--- config.mk ---
export PLATFORM = sky130hd
export DESIGN_NAME = digit_serial_subtractor
export DESIGN_NICKNAME = d
export VERILOG_FILES = /design/src/rtl/digit_serial_subtractor_pkg.sv /design/src/rtl/digit_serial_subtractor_slice.sv /design/src/rtl/digit_serial_subtractor.sv
export SDC_FILE = /design/constraint.sdc
export NUM_CORES = 1
export LEC_CHECK = 0
export ABC_CLOCK_PERIOD_IN_PS = 2990
export CORE_ASPECT_RATIO = 0.9
export CORE_MARGIN = 3
export CORE_UTILIZATION = 37
export CTS_CLUSTER_SIZE = 14
export DETAILED_ROUTE_END_ITERATION = 6
export PLACE_DENSITY = 0.56
export SLEW_MARGIN = 20
export SYNTH_ARGS = -nofsm -noshare
export SYNTH_HDL_FRONTEND = slang
export SYNTH_SLANG_ARGS = --single-unit
--- constraint.sdc ---
create_clock -name clk -period 2.99 [get_ports clk]
set_input_delay 0.598 -clock clk [delete_from_list [all_inputs] [get_ports clk]]
set_output_delay 0.598 -clock clk [all_outputs]
set_load 0.05 [all_outputs]
--- src/rtl/digit_serial_subtractor_pkg.sv ---
// Shared definitions for the digit-serial subtractor.
//   - State encodings for the top-level controller FSM.
//   - clog2: constant-evaluable ceiling log2, used to size the digit counter.
package sub_pkg;

    localparam logic [1:0] ST_IDLE = 2'd0;
    localparam logic [1:0] ST_BUSY = 2'd1;
    localparam logic [1:0] ST_DONE = 2'd2;

    typedef enum logic [1:0] {
        S_IDLE = ST_IDLE,
        S_BUSY = ST_BUSY,
        S_DONE = ST_DONE
    } state_e;

    // Ceiling log2; returns 0 for values <= 1.
    function automatic int clog2(input int value);
        int result;
        int v;
        result = 0;
        v      = value - 1;
        while (v > 0) begin
            result = result + 1;
            v      = v >> 1;
        end
        return result;
    endfunction

endpackage

--- src/rtl/digit_serial_subtractor_slice.sv ---
// Combinational DIGIT-bit ripple-borrow subtractor slice.
// Behaves exactly like DIGIT chained single-bit full subtractors.
// Ports:
//   a, b  in  DIGIT  minuend / subtrahend slice
//   bin   in  1      borrow into the slice LSB
//   diff  out DIGIT  a - b - bin (slice bits)
//   bout  out 1      borrow out of the slice MSB
module digit_subtractor #(
    parameter int DIGIT = 4
) (
    input  logic [DIGIT-1:0] a,
    input  logic [DIGIT-1:0] b,
    input  logic             bin,
    output logic [DIGIT-1:0] diff,
    output logic             bout
);

    always_comb begin
        logic borrow;
        borrow = bin;
        diff   = '0;
        for (int i = 0; i < DIGIT; i++) begin
            diff[i] = a[i] ^ b[i] ^ borrow;
            borrow  = (~a[i] & b[i]) | (~(a[i] ^ b[i]) & borrow);
        end
        bout = borrow;
    end

endmodule

--- src/rtl/digit_serial_subtractor.sv ---
// Digit-serial subtractor: diff = a - b - bin over WIDTH bits, DIGIT bits per clock,
// LSB slice first, with valid/ready handshakes on both sides.
// Ports:
//   clk, rst_n           clock, asynchronous active-low reset
//   in_valid/in_ready    operand handshake (a, b, bin)
//   out_valid/out_ready  result handshake (diff, bout, ovf)
//   diff                 a - b - bin modulo 2^WIDTH
//   bout                 final borrow (unsigned a < b + bin)
//   ovf                  two's-complement overflow
//
// state | meaning
// IDLE  | waiting for operands, in_ready high
// BUSY  | one slice per cycle, NDIG cycles
// DONE  | result presented, waiting for out_ready
module digit_serial_subtractor
    import sub_pkg::*;
#(
    parameter int WIDTH = 16,
    parameter int DIGIT = 4
) (
    input  logic             clk,
    input  logic             rst_n,
    input  logic             in_valid,
    output logic             in_ready,
    input  logic [WIDTH-1:0] a,
    input  logic [WIDTH-1:0] b,
    input  logic             bin,
    output logic             out_valid,
    input  logic             out_ready,
    output logic [WIDTH-1:0] diff,
    output logic             bout,
    output logic             ovf
);

    localparam int NDIG = WIDTH / DIGIT;
    localparam int CW   = (clog2(NDIG) < 1) ? 1 : clog2(NDIG);
    localparam logic [CW-1:0] LAST = CW'(NDIG - 1);

    state_e           state_q, state_d;
    logic [WIDTH-1:0] a_q, a_d;
    logic [WIDTH-1:0] b_q, b_d;
    logic [WIDTH-1:0] acc_q, acc_d;
    logic [WIDTH-1:0] diff_q, diff_d;
    logic             borrow_q, borrow_d;
    logic             bout_q, bout_d;
    logic             ovf_q, ovf_d;
    logic [CW-1:0]    cnt_q, cnt_d;

    logic [DIGIT-1:0] slice_diff;
    logic             slice_bout;
    logic [WIDTH-1:0] acc_next;

    digit_subtractor #(.DIGIT(DIGIT)) u_slice (
        .a    (a_q[DIGIT-1:0]),
        .b    (b_q[DIGIT-1:0]),
        .bin  (borrow_q),
        .diff (slice_diff),
        .bout (slice_bout)
    );

    // Result slices enter at the MSB end; after NDIG shifts the LSB slice sits at bit 0.
    // Written as shift/or so the DIGIT == WIDTH case needs no special slicing.
    assign acc_next = (acc_q >> DIGIT) | (WIDTH'(slice_diff) << (WIDTH - DIGIT));

    always_ff @(posedge clk or negedge rst_n) begin
        if (!rst_n) begin
            state_q  <= S_IDLE;
            a_q      <= '0;
            b_q      <= '0;
            acc_q    <= '0;
            diff_q   <= '0;
            borrow_q <= 1'b0;
            bout_q   <= 1'b0;
            ovf_q    <= 1'b0;
            cnt_q    <= '0;
        end else begin
            state_q  <= state_d;
            a_q      <= a_d;
            b_q      <= b_d;
            acc_q    <= acc_d;
            diff_q   <= diff_d;
            borrow_q <= borrow_d;
            bout_q   <= bout_d;
            ovf_q    <= ovf_d;
            cnt_q    <= cnt_d;
        end
    end

    always_comb begin
        state_d  = state_q;
        a_d      = a_q;
        b_d      = b_q;
        acc_d    = acc_q;
        diff_d   = diff_q;
        borrow_d = borrow_q;
        bout_d   = bout_q;
        ovf_d    = ovf_q;
        cnt_d    = cnt_q;
        unique case (state_q)
            S_IDLE: begin
                if (in_valid) begin
                    a_d      = a;
                    b_d      = b;
                    borrow_d = bin;
                    cnt_d    = '0;
                    acc_d    = '0;
                    state_d  = S_BUSY;
                end
            end
            S_BUSY: begin
                a_d      = a_q >> DIGIT;
                b_d      = b_q >> DIGIT;
                acc_d    = acc_next;
                borrow_d = slice_bout;
                cnt_d    = cnt_q + 1'b1;
                if (cnt_q == LAST) begin
                    // On the last slice, bit DIGIT-1 of the shifted operands is the original MSB.
                    diff_d  = acc_next;
                    bout_d  = slice_bout;
                    ovf_d   = (a_q[DIGIT-1] ^ b_q[DIGIT-1]) &
                              (slice_diff[DIGIT-1] ^ a_q[DIGIT-1]);
                    state_d = S_DONE;
                end
            end
            S_DONE: begin
                if (out_ready) begin
                    state_d = S_IDLE;
                end
            end
            default: state_d = S_IDLE;
        endcase
    end

    assign in_ready  = (state_q == S_IDLE);
    assign out_valid = (state_q == S_DONE);
    assign diff      = diff_q;
    assign bout      = bout_q;
    assign ovf       = ovf_q;

endmodule
; Word-level counts from Yosys, hierarchy flattened
; Index checks and enable logic that the tools add are counted.
[word_totals]
ff_bits = 71
latchBits = 0
ram_bits = 0
rom_bits = 0
inputBits = 37
output_inout_bits = 20
n_memories = 0
[classes]
add_sub_neg = 1
multipliers = 0
n_div = 0
n_lt_le_gt_ge = 0
eq_ne = 6
shifts = 0
muxes = 14
bitwise = 31
reduce_logical = 5
[op_table]
columns = operator, count
row1 = $pmux 16 s2, 3
row2 = $mux 16, 3
row3 = $or 12x16->16, 1
row4 = $and 1x1->1, 9
row5 = $xor 1x1->1, 9
row6 = $mux 2, 4
row7 = $not 1->1, 8
row8 = $pmux 2 s3, 1
row9 = $eq 2x2->1 const B, 2
row10 = $ne 2x2->1 const B, 2
row11 = $or 1x1->1, 4
row12 = $pmux 2 s2, 1
row13 = $reduce_and 2->1, 2
row14 = $reduce_and 3->1, 1
row15 = $add 2x1->2 const B, 1
row16 = $eq 2x1->1 const B, 1
row17 = $logic_not 2->1, 1
row18 = $ne 2x1->1 const B, 1
row19 = $pmux 1 s2, 1
row20 = $reduce_bool 2->1, 1
row21 = $mux 1, 1

; Logic depth before layout (Yosys ltp)
[depth]
ltp_word = 11
ltp_mapped = 9
mapped_depth_nobuf = 9

; Hierarchy
; From an unflattened synthesis, not the netlist that was laid out.
[hier_totals]
cells_unflattened = 272
hier_area_um2 = 3199.3
[by_module_without_submodules]
columns = module, instances, cells_each, area_per_inst_um2, seq_area_each_um2
row1 = digit_serial_subtractor, 1, 258, 3081.7, 1676.6
row2 = digit_subtractor, 1, 14, 117.6, 0.0

; Least setup slack after synthesis
; No wires, ideal clock.
[synth_timing]
path_kind = register to register
from = register a_q[0]
to = register ovf_q (netlist: ovf)
arrival_ns = 2.235
required_time_ns = 2.895
slack_ns = 0.659
stages_incl_launch_ff = 10
path_buffers = 0
path_cell_list = dfrtp_1 -> inv_1 -> fa_1 -> inv_1 -> fa_1 -> inv_1 -> fa_1 -> fa_1 -> xor2_1 -> o31ai_1
[synth_between]
elab_chain_len = 11
word_cells_on_any_way = 13
[synth_rtl]
columns = element, line_no
row1 = "start, declared", digit_serial_subtractor.sv:40  ; logic [WIDTH-1:0] a_q, a_d;
row2 = "start signal, assigned", digit_serial_subtractor.sv:68  ; a_q <= '0;
row3 = "start signal, assigned", digit_serial_subtractor.sv:78  ; a_q <= a_d;
row4 = $xor 1x1->1, digit_serial_subtractor_slice.sv:24  ; borrow = (~a[i] & b[i]) | (~(a[i] ^ b[i]) & borrow);
row5 = $not 1->1, digit_serial_subtractor_slice.sv:24
row6 = $and 1x1->1, digit_serial_subtractor_slice.sv:24
row7 = $or 1x1->1 (*), digit_serial_subtractor_slice.sv:24
row8 = $and 1x1->1 (*), digit_serial_subtractor_slice.sv:24
row9 = $or 1x1->1 (*), digit_serial_subtractor_slice.sv:24
row10 = $and 1x1->1 (*), digit_serial_subtractor_slice.sv:24
row11 = $or 1x1->1 (*), digit_serial_subtractor_slice.sv:24
row12 = $xor 1x1->1 (*), digit_serial_subtractor_slice.sv:23  ; diff[i] = a[i] ^ b[i] ^ borrow;
row13 = $xor 1x1->1 (*), digit_serial_subtractor.sv:121  ; (slice_diff[DIGIT-1] ^ a_q[DIGIT-1]);
row14 = $and 1x1->1 (*), digit_serial_subtractor.sv:120  ; ovf_d = (a_q[DIGIT-1] ^ b_q[DIGIT-1]) &
row15 = "end signal, assigned", digit_serial_subtractor.sv:84  ; ovf_q <= ovf_d;
row16 = "end, declared", digit_serial_subtractor.sv:46  ; logic ovf_q, ovf_d;
; Mark *: on every way between the ends. The rest lies on a longest branch, timed or not.
; A chain may end at the register's enable or synchronous reset.

; Worst setup path after layout
[layout_timing]
from = register state_q[1]
to = output in_ready
[layout_between]
elab_chain_len = 1
[layout_rtl]
columns = element, line_no
row1 = "start, declared", digit_serial_subtractor.sv:39  ; state_e state_q, state_d;
row2 = "start signal, assigned", digit_serial_subtractor.sv:77  ; state_q <= state_d;
row3 = $logic_not 2->1, digit_serial_subtractor.sv:134  ; assign in_ready = (state_q == S_IDLE);
row4 = "end, declared", digit_serial_subtractor.sv:24  ; output logic in_ready,
; No other way between the ends.

==> impl_metrics.tcl <==
set metrics [dict create \
    r2r_start "a_q[0]" \
    die_w_um 104.9 \
    holdCritPathClass "in2async" \
    synth_compound_gate_area_share_pct 15.41 \
    p_leak_nw 1.707 \
    cp.arrival_ns 1.97 \
    synthXorXnorAreaFrac_pct 0.2689 \
    required_ns 2.39 \
    syn_area_mm2 0.003257 \
    place_hpwl_um 4483 \
    synth_mux_area_share_pct 6.108 \
    area_delta_synth_final_pct 24.24 \
    post-place-ws_ns 0.4982 \
    finalCriticalPeriod_ns 2.568 \
    syn_area_per_cell_um2 12.06 \
    routedWlPerCell_um 15.90 \
    dp.cells 424 \
    via_per_inst 5.007 \
    synthCells 270 \
    fmax_mhz 389.4 \
    drtIter0Drc 120 \
    drive_above_1_share_pct 22.84 \
    yosysUniqueCellTypes 31 \
    port_buffers 56 \
    synth-adder-area-share_pct 3.227 \
    instances_no_fill 439 \
    initial_core_util_pct 39.24 \
    synth_top_family_by_area "simple AND/OR/NAND/NOR gates" \
    cts_hold_buf 0 \
    crit_path_max_fanout 15 \
    fin_crit_sh_pct 85.89 \
    worst-r2r-cell-count 9 \
    grt_pass1_vias 2156 \
    ctsResizeCount 0 \
    die_area_mm2 0.009966 \
    final_core_util_pct 48.75 \
    r2r_end "ovf" \
    synth_edf_count 0 \
    critical_path_class "reg2out" \
    coreArea_mm2 0.008300 \
    globalplace.congestion 0.6879 \
    critPathLaunchType "flop" \
    slew_headroom_pct 53.49 \
    wl_um 6978 \
    synth_top_area_share_pct 51.48 \
    clkSinkCount 67 \
    syn_nets 313 \
    rows 31 \
    cap_violations 0 \
    synth_most_common_cell "dfrtp_1" \
    ys_seq_elements 67 \
    post-route-drc-count 0 \
    ctsLongestPathBuffers 2 \
    overflow 0 \
    rsz0062_at_grt "false" \
    grtUsageTotal_pct 15.04 \
    post_cts_buffers 0 \
    postRouteAntennaNets 0 \
    yosys.area_share.simple_pct 17.13 \
    setup_viol 0 \
    skew_ns 0.008649 \
    cts_buffers 9 \
    clock_latency_ns 0.34 \
    final_nets 363 \
    die_y_um 95.01 \
    reg2reg_slack_ns 0.52 \
    status "finished clean" \
    synth_common_cells "67 x dfrtp_1, 29 x nor3_2, 25 x o22ai_1" \
    htreeDepth 3 \
    yosys.area.top_type "dfrtp_1" \
    synth_ff_type "dfrtp_1" \
    vias 2198 \
    clk_pin_slew_ns 0.07 \
    hold_viol 0 \
    setup-tns-final_ns 0 \
    maxSlewViolCount 0 \
    max_slew.worst_pin.slew_ns 0.6963 \
    dr.pass1.iters 4 \
    grt_max_degree 68 \
    synth_seq_area_share_pct 51.48 \
    synth_area_leaders "dfrtp_1 51%, nor3_2 8.9%, mux2_4 5.1%" \
    antenna_found_initial 0 \
    cts_tree "done" \
    yosysWarnings 0 \
    cts_root_buf "clkbuf_8" \
    vdd_drop_max_v 0.0004352 \
    grt_pass1_wl_um 11600 \
    p_per_area_mw_per_mm2 1183 \
    ios 57 \
    worst_slack_ns 0.4218 \
    diodes 0 \
    async_flop_share_pct 100.0 \
    n_fill_cell 794 \
    power.total_mw 4.785 \
    cp-end-kind "output port" \
]
[report_power, final]
group / switching (mW) / internal, mW / leakage, nW
clock network: 0.326 / 0.473 / 0.109
logic: 1.35 / 0.967 / 0.767
registers: 0.340 / 1.33 / 0.832
[per-layer routing]
layer,GRT usage (%),vias up,share of wire (%)
li1,-,1088,-
met1,20.29,1058,48
met2,22.81,46,46
met3,5.947,6,4.7
met4,3.607,0,0.82
met5,0,-,0
[cells by family (layout without fill, tap and decap cells)]
family / after synthesis / after routing
AOI/OAI and AO/OA: 68 / 68
xor gates and xnor gates: 1 / 1
adders and majority gates: 6 / 6
buffers and inverters: 30 / 84
DFF: 67 / 67
muxes: 14 / 14
and+or+nand+nor: 84 / 84
[placed cells by master, fill, tap and decap left out, drive strengths merged]
cell type | Yosys | layout
buf | 21 | 7
nor2b | 2 | 2
o21ai | 19 | 19
clkdlybuf4s50 | 0 | 55
xor2 | 1 | 1
a32o | 2 | 2
or2 | 1 | 1
nand3b | 1 | 1
o31ai | 2 | 2
a21oi | 1 | 1
fa | 4 | 4
ha | 2 | 2
nand2 | 14 | 14
a22o | 10 | 10
o32ai | 8 | 8
nor3 | 51 | 51
mux2 | 14 | 14
o21bai | 1 | 1
clkbuf | 2 | 14
nor2 | 11 | 11
bufinv | 0 | 1
o22ai | 25 | 25
nand2b | 4 | 4
dfrtp | 67 | 67
inv | 7 | 7
[registers in the layout, indices dropped and copies added, names as in the netlist]
name and count:
b_q 16, acc_q 12, cnt_q 2, ovf 1, diff 16, bout 1
state_q 2, borrow_q 1, a_q 16
[through the flow]
stage | instance area (µm²) | hold slack, ns
CTS | 4046 | 0.2742
finish | 4046 | 0.2538
floorplan | 3257 | 0.3024
global route | 4046 | 0.2586
global placement | 3834 | 0.4640
detailed placement | 3834 | 0.4717
[worst max-delay path, cell delays in order (launching register included)]
cell             delay (ns)
dfrtp_1                0.55
nor2_1                 0.24
clkdlybuf4s50_1        0.84
[worst max-delay path by stage]
stage                     from  endpoint  slack, ns  cells after the start
floorplan               a_q[0]       ovf       0.66                      9
CTS                 state_q[1]  in_ready       0.40                      2
detailed placement      a_q[0]       ovf       0.50                      9
global route        state_q[1]  in_ready       0.31                      2
finish              state_q[1]  in_ready       0.42                      2
global placement        a_q[0]       ovf       0.57                      9
[final cells by class]
type | count | area (µm²) | share of cell area, %
Inverter | 7 | 26.28 | 0.6494
Timing Repair Buffer | 62 | 613.1 | 15.15
Clock inverter | 1 | 30.03 | 0.7421
Multi-Input combinational cell | 173 | 1373 | 33.92
Sequential cell | 67 | 1678 | 41.47
Clock buffer | 14 | 182.7 | 4.515
Tap cell | 115 | 143.9 | 3.556
(Power assumes the default switching activity.)
==> variant 1 (same settings) <==
Register the output `ovf` once more, cleared by the reset; this adds one clock of latency there. The other outputs are not delayed to match.
--- a/src/rtl/digit_serial_subtractor.sv
+++ b/src/rtl/digit_serial_subtractor.sv
@@ -136,5 +136,11 @@
     assign diff      = diff_q;
     assign bout      = bout_q;
-    assign ovf       = ovf_q;
+    always_ff @(posedge clk or negedge rst_n) begin
+        if (!rst_n) begin
+            ovf <= '0;
+        end else begin
+            ovf <= ovf_q;
+        end
+    end
 
 endmodule
Check against the original RTL: not equivalent (a bounded check fails within 10 cycles, from zero or initial values and one cycle with rst_n low).
==> variant 1 against the unedited design <==
- clock skew about the same
- setup slack better by 120 ps
- cell count down 2.7%
- count of clock-buffer cells in the layout down 2
- total power up 0.75%
- area after synthesis down 1.4%
- sequential cell count up 1
- first-iteration DRC count down 20%
- design area up 1.5%
- wire length down 1.6%
- clock power up 5.3%
- global-route usage down 0.24 points
- critical path type is now reg2reg
- critical endpoint is now ovf_q
==> variant 1: results (changes against the unedited design) <==
part of the total power dissipated in combinational logic 0.495 (was 0.483); Detailed Place HPWL 4560 µm (was 4480 µm); Mapped Avg Cell Area 12.8 µm² (was 12.1 µm²); startpoint of the most critical setup path a_q[0] (was state_q[1]); largest cells by area after synthesis dfrtp_1, a211oi_2, nor4b_1 (was dfrtp_1, nor3_2, mux2_4); fraction of layout cells with a size suffix above 1 0.196 (was 0.228); pin count of the biggest net entering global routing 49 (was 68); worst endpoint data arrival time 2670 ps (was 1970 ps); Inverters 32 (was 7); worst IR drop on VDD 509 µV (was 435 µV); number of sinks handled by clock tree synthesis 68 (was 67); critical path capture point ovf_q (was in_ready); seq pwr 0.00159 W (was 0.00167 W); WL final 6870 µm (was 6980 µm); longest individual stage delay on the worst path 490 ps (was 840 ps); routed via count divided by cell count 5.01 (about the same); maximum fanout along the worst path 3 (was 15); parity-gate share of the synthesized area counting xor and xnor cells 0.00273 (was 0.00269); non-clock buffer area fraction after layout 0.163 (was 0.152); Final min period 2440 ps (was 2570 ps); Final #Nets 350 (was 363); most numerous cell types in the synthesized netlist dfrtp_1, inv_1, nor3b_1, nor4b_1, a22o_1 (was dfrtp_1, nor3_2, o22ai_1, nor3_1, nand2_1); mux contribution to synthesized area 0.0678 (was 0.0611); via count of the first global-routing pass 2,227 (was 2,156); global-route wire length before repair 11,500 µm (was 11,600 µm); area taken by multi-input logic gates 1250 µm² (was 1370 µm²); wire length per cell after detailed routing 16.1 µm (was 15.9 µm); Sw Share 0.404 (was 0.420); part of the Yosys area used for sequential elements 0.530 (was 0.515); area fraction of clock buffers and clock inverters 0.0530 (was 0.0526); gpl congestion 0.767 (was 0.688); Iter 0 DRT Violations 96 (was 120); run status finished clean (unchanged); post-place setup slack 556 ps (was 498 ps); final design area excluding fillers 4110 µm² (was 4050 µm²); share of the final layout cell area in sequential cells 0.414 (was 0.415); Worst R2R Setup Slack 550 ps (was 520 ps); share of the synthesized area in compound gates (AO/OA/AOI/OAI) 0.157 (was 0.154); bufs w/o clock 67 (was 62); transition time at the pin with the least slew margin 679 ps (was 696 ps); Multi-input comb cells 129 (was 173)
-- variant 1: worst min-delay path by stage --
| stage | from | slack, ps | end | depth (start not counted) |
|---|---|---|---|---|
| after floorplan | rst_n | 300 | a_q[0] | 0 |
| after global placement | ovf_q | 390 | ovf | 0 |
| after detailed placement | ovf_q | 390 | ovf | 0 |
| after CTS | rst_n | 280 | b_q[1] | 1 |
| after global routing | rst_n | 310 | diff[6] | 1 |
| final | rst_n | 280 | diff[6] | 1 |
-- variant 1: per-layer routing --
metal / up-vias / GRT usage / routed length [µm] / part of all wire
li1: 1014 / - / - / -
met3: 4 / 0.0444 / 300 / 0.044
met1: 1073 / 0.211 / 3450 / 0.50
met4: 0 / 0.0498 / 80 / 0.012
met2: 49 / 0.215 / 3030 / 0.44
met5: - / 0 / 0 / 0
==> variant 2 (same settings) <==
Without the edit above. `DIGIT` is set to 4 in 2 places; all go to 8.
--- a/src/rtl/digit_serial_subtractor_slice.sv
+++ b/src/rtl/digit_serial_subtractor_slice.sv
@@ -7,5 +7,5 @@
 //   bout  out 1      borrow out of the slice MSB
 module digit_subtractor #(
-    parameter int DIGIT = 4
+    parameter int DIGIT = 8
 ) (
     input  logic [DIGIT-1:0] a,
--- a/src/rtl/digit_serial_subtractor.sv
+++ b/src/rtl/digit_serial_subtractor.sv
@@ -17,5 +17,5 @@
 #(
     parameter int WIDTH = 16,
-    parameter int DIGIT = 4
+    parameter int DIGIT = 8
 ) (
     input  logic             clk,
Formal check against the unedited RTL: not equivalent (a bounded check fails within 4 cycles, from zero or initial values and one cycle with rst_n low).
==> variant 2 against the unedited design <==
- the run now ends with negative setup slack left
- design area shrank 8.3%
- sequential share of layout area grew 0.33 points
- hold slack gained 83 ps
- sequential power shrank 9%
- wire length shrank 13%
- total power shrank 1.7%
- sequential cell count shrank 5
- setup slack lost 1000 ps
- area after synthesis shrank 13%
- critical endpoint is now ovf
- largest cell class unchanged
- highest routed layer unchanged
==> variant 2: results (changes against the unedited design) <==
run status finished, violations left (was finished clean); violated checks negative setup slack; WL final 6100 µm (was 6980 µm); Iter 0 DRT Violations 78 (was 120); post-place setup slack -622 ps (was 498 ps); path depth of the worst reg2reg path 13 (was 9); part of the Yosys area used for sequential elements 0.546 (was 0.515); met3 wire len 338 µm (was 326 µm); # setup viols final 7 (was 0); Global Route met3 Usage 0.0468 (was 0.0595); fraction of layout cells with a size suffix above 1 0.208 (was 0.228); bufs w/o clock 70 (was 62); fill cell count 673 (was 794); Int Pwr 0.00274 W (was 0.00277 W); routed via count divided by cell count 5.07 (was 5.01); largest clock skew in the final design 6.28 ps (was 8.65 ps); setup total negative slack -2310 ps (was 0 ps); relative area change from synthesis to final layout 30.6% (was 24.2%); final hold slack 337 ps (was 254 ps); gate count of the mapped netlist 218 (was 270); met2 usage in global routing 0.228 (about the same); final setup margin -600 ps (was 422 ps); share of the final layout cell area in sequential cells 0.418 (was 0.415); critical path capture point ovf (was in_ready); first-pass detailed-route iteration total 4 (unchanged); Placed Instances 365 (was 424); maximum fanout along the worst path 2 (was 15); startpoint of the most critical setup path a_q[0] (was state_q[1]); gate family responsible for the most delay along the worst path adder cells (was buffers and inverters); via count of the first global-routing pass 1,992 (was 2,156); Rel. slew slack 0.359 (was 0.535); area fraction of clock buffers and clock inverters 0.0502 (was 0.0526); gpl congestion 0.751 (was 0.688); share of async-settable or async-resettable flops after synthesis 1.00 (unchanged); routed length on met1 2990 µm (was 3360 µm); area taken by multi-input logic gates 1140 µm² (was 1370 µm²); global-route wire length before repair 10,600 µm (was 11,600 µm); longest individual stage delay on the worst path 430 ps (was 840 ps); most numerous cell types in the synthesized netlist dfrtp_1, a22o_1, o22ai_1, nor2_1 (was dfrtp_1, nor3_2, o22ai_1, nor3_1, nand2_1); seq pwr 0.00152 W (was 0.00167 W); total global routing track utilization 0.157 (was 0.150); Slowest cell on crit path fa_1 (was clkdlybuf4s50_1); Multi-input comb cells 129 (was 173); pin count of the biggest net entering global routing 34 (was 68); classification of the worst-slack hold path in2async (unchanged); worst endpoint data arrival time 3830 ps (was 1970 ps); clock buffers 15 (was 14); Reg power frac 0.322 (was 0.350); Inverters 12 (was 7); non-clock buffer area fraction after layout 0.182 (was 0.152); synthesized flop and latch total 62 (was 67); final non-filler cell total 381 (was 439); wire length on met2 2670 µm (was 3230 µm); Post-DP Area 3510 µm² (was 3830 µm²); Clk network pwr share 0.144 (was 0.167); Final #Nets 330 (was 363); met1 global-route usage 0.222 (was 0.203); Floorplan Core Area 7260 µm² (was 8300 µm²); cell leakage power 1.62 nW (was 1.71 nW); Post-Syn Nets 264 (was 313)
-- variant 2: changes by cell type after synthesis, sizes merged, moves of 5 or more --
cell / change
inv: +5
o21ai: -12
buf: -6
nor3: -36
dfrtp: -5
a22o: +11
o22ai: -8
nand2: -6
nor2: +5
-- variant 2: what timing repair did --
| action | in CTS | in global routing |
|---|---|---|
| resized for setup | 6 | 0 |
| pin swaps | 3 | 0 |
| setup endpoints to repair | 7 | 8 |
| hold endpoints to repair | 0 | 0 |
| setup buffers | 1 | 0 |
-- variant 2: kinds of logic (layout without fill, tap and decap cells) --
family | after synthesis | count (layout) | synth area share
muxes | 15 | 15 | 0.0590
DFF | 62 | 62 | 0.546
buffers and inverters | 27 | 97 | 0.0621
adders and majority gates | 9 | 9 | 0.0608
AOI/OAI and AO/OA | 60 | 60 | 0.171
xor gates and xnor gates | 1 | 1 | 0.00308
and+or+nand+nor | 44 | 44 | 0.0978
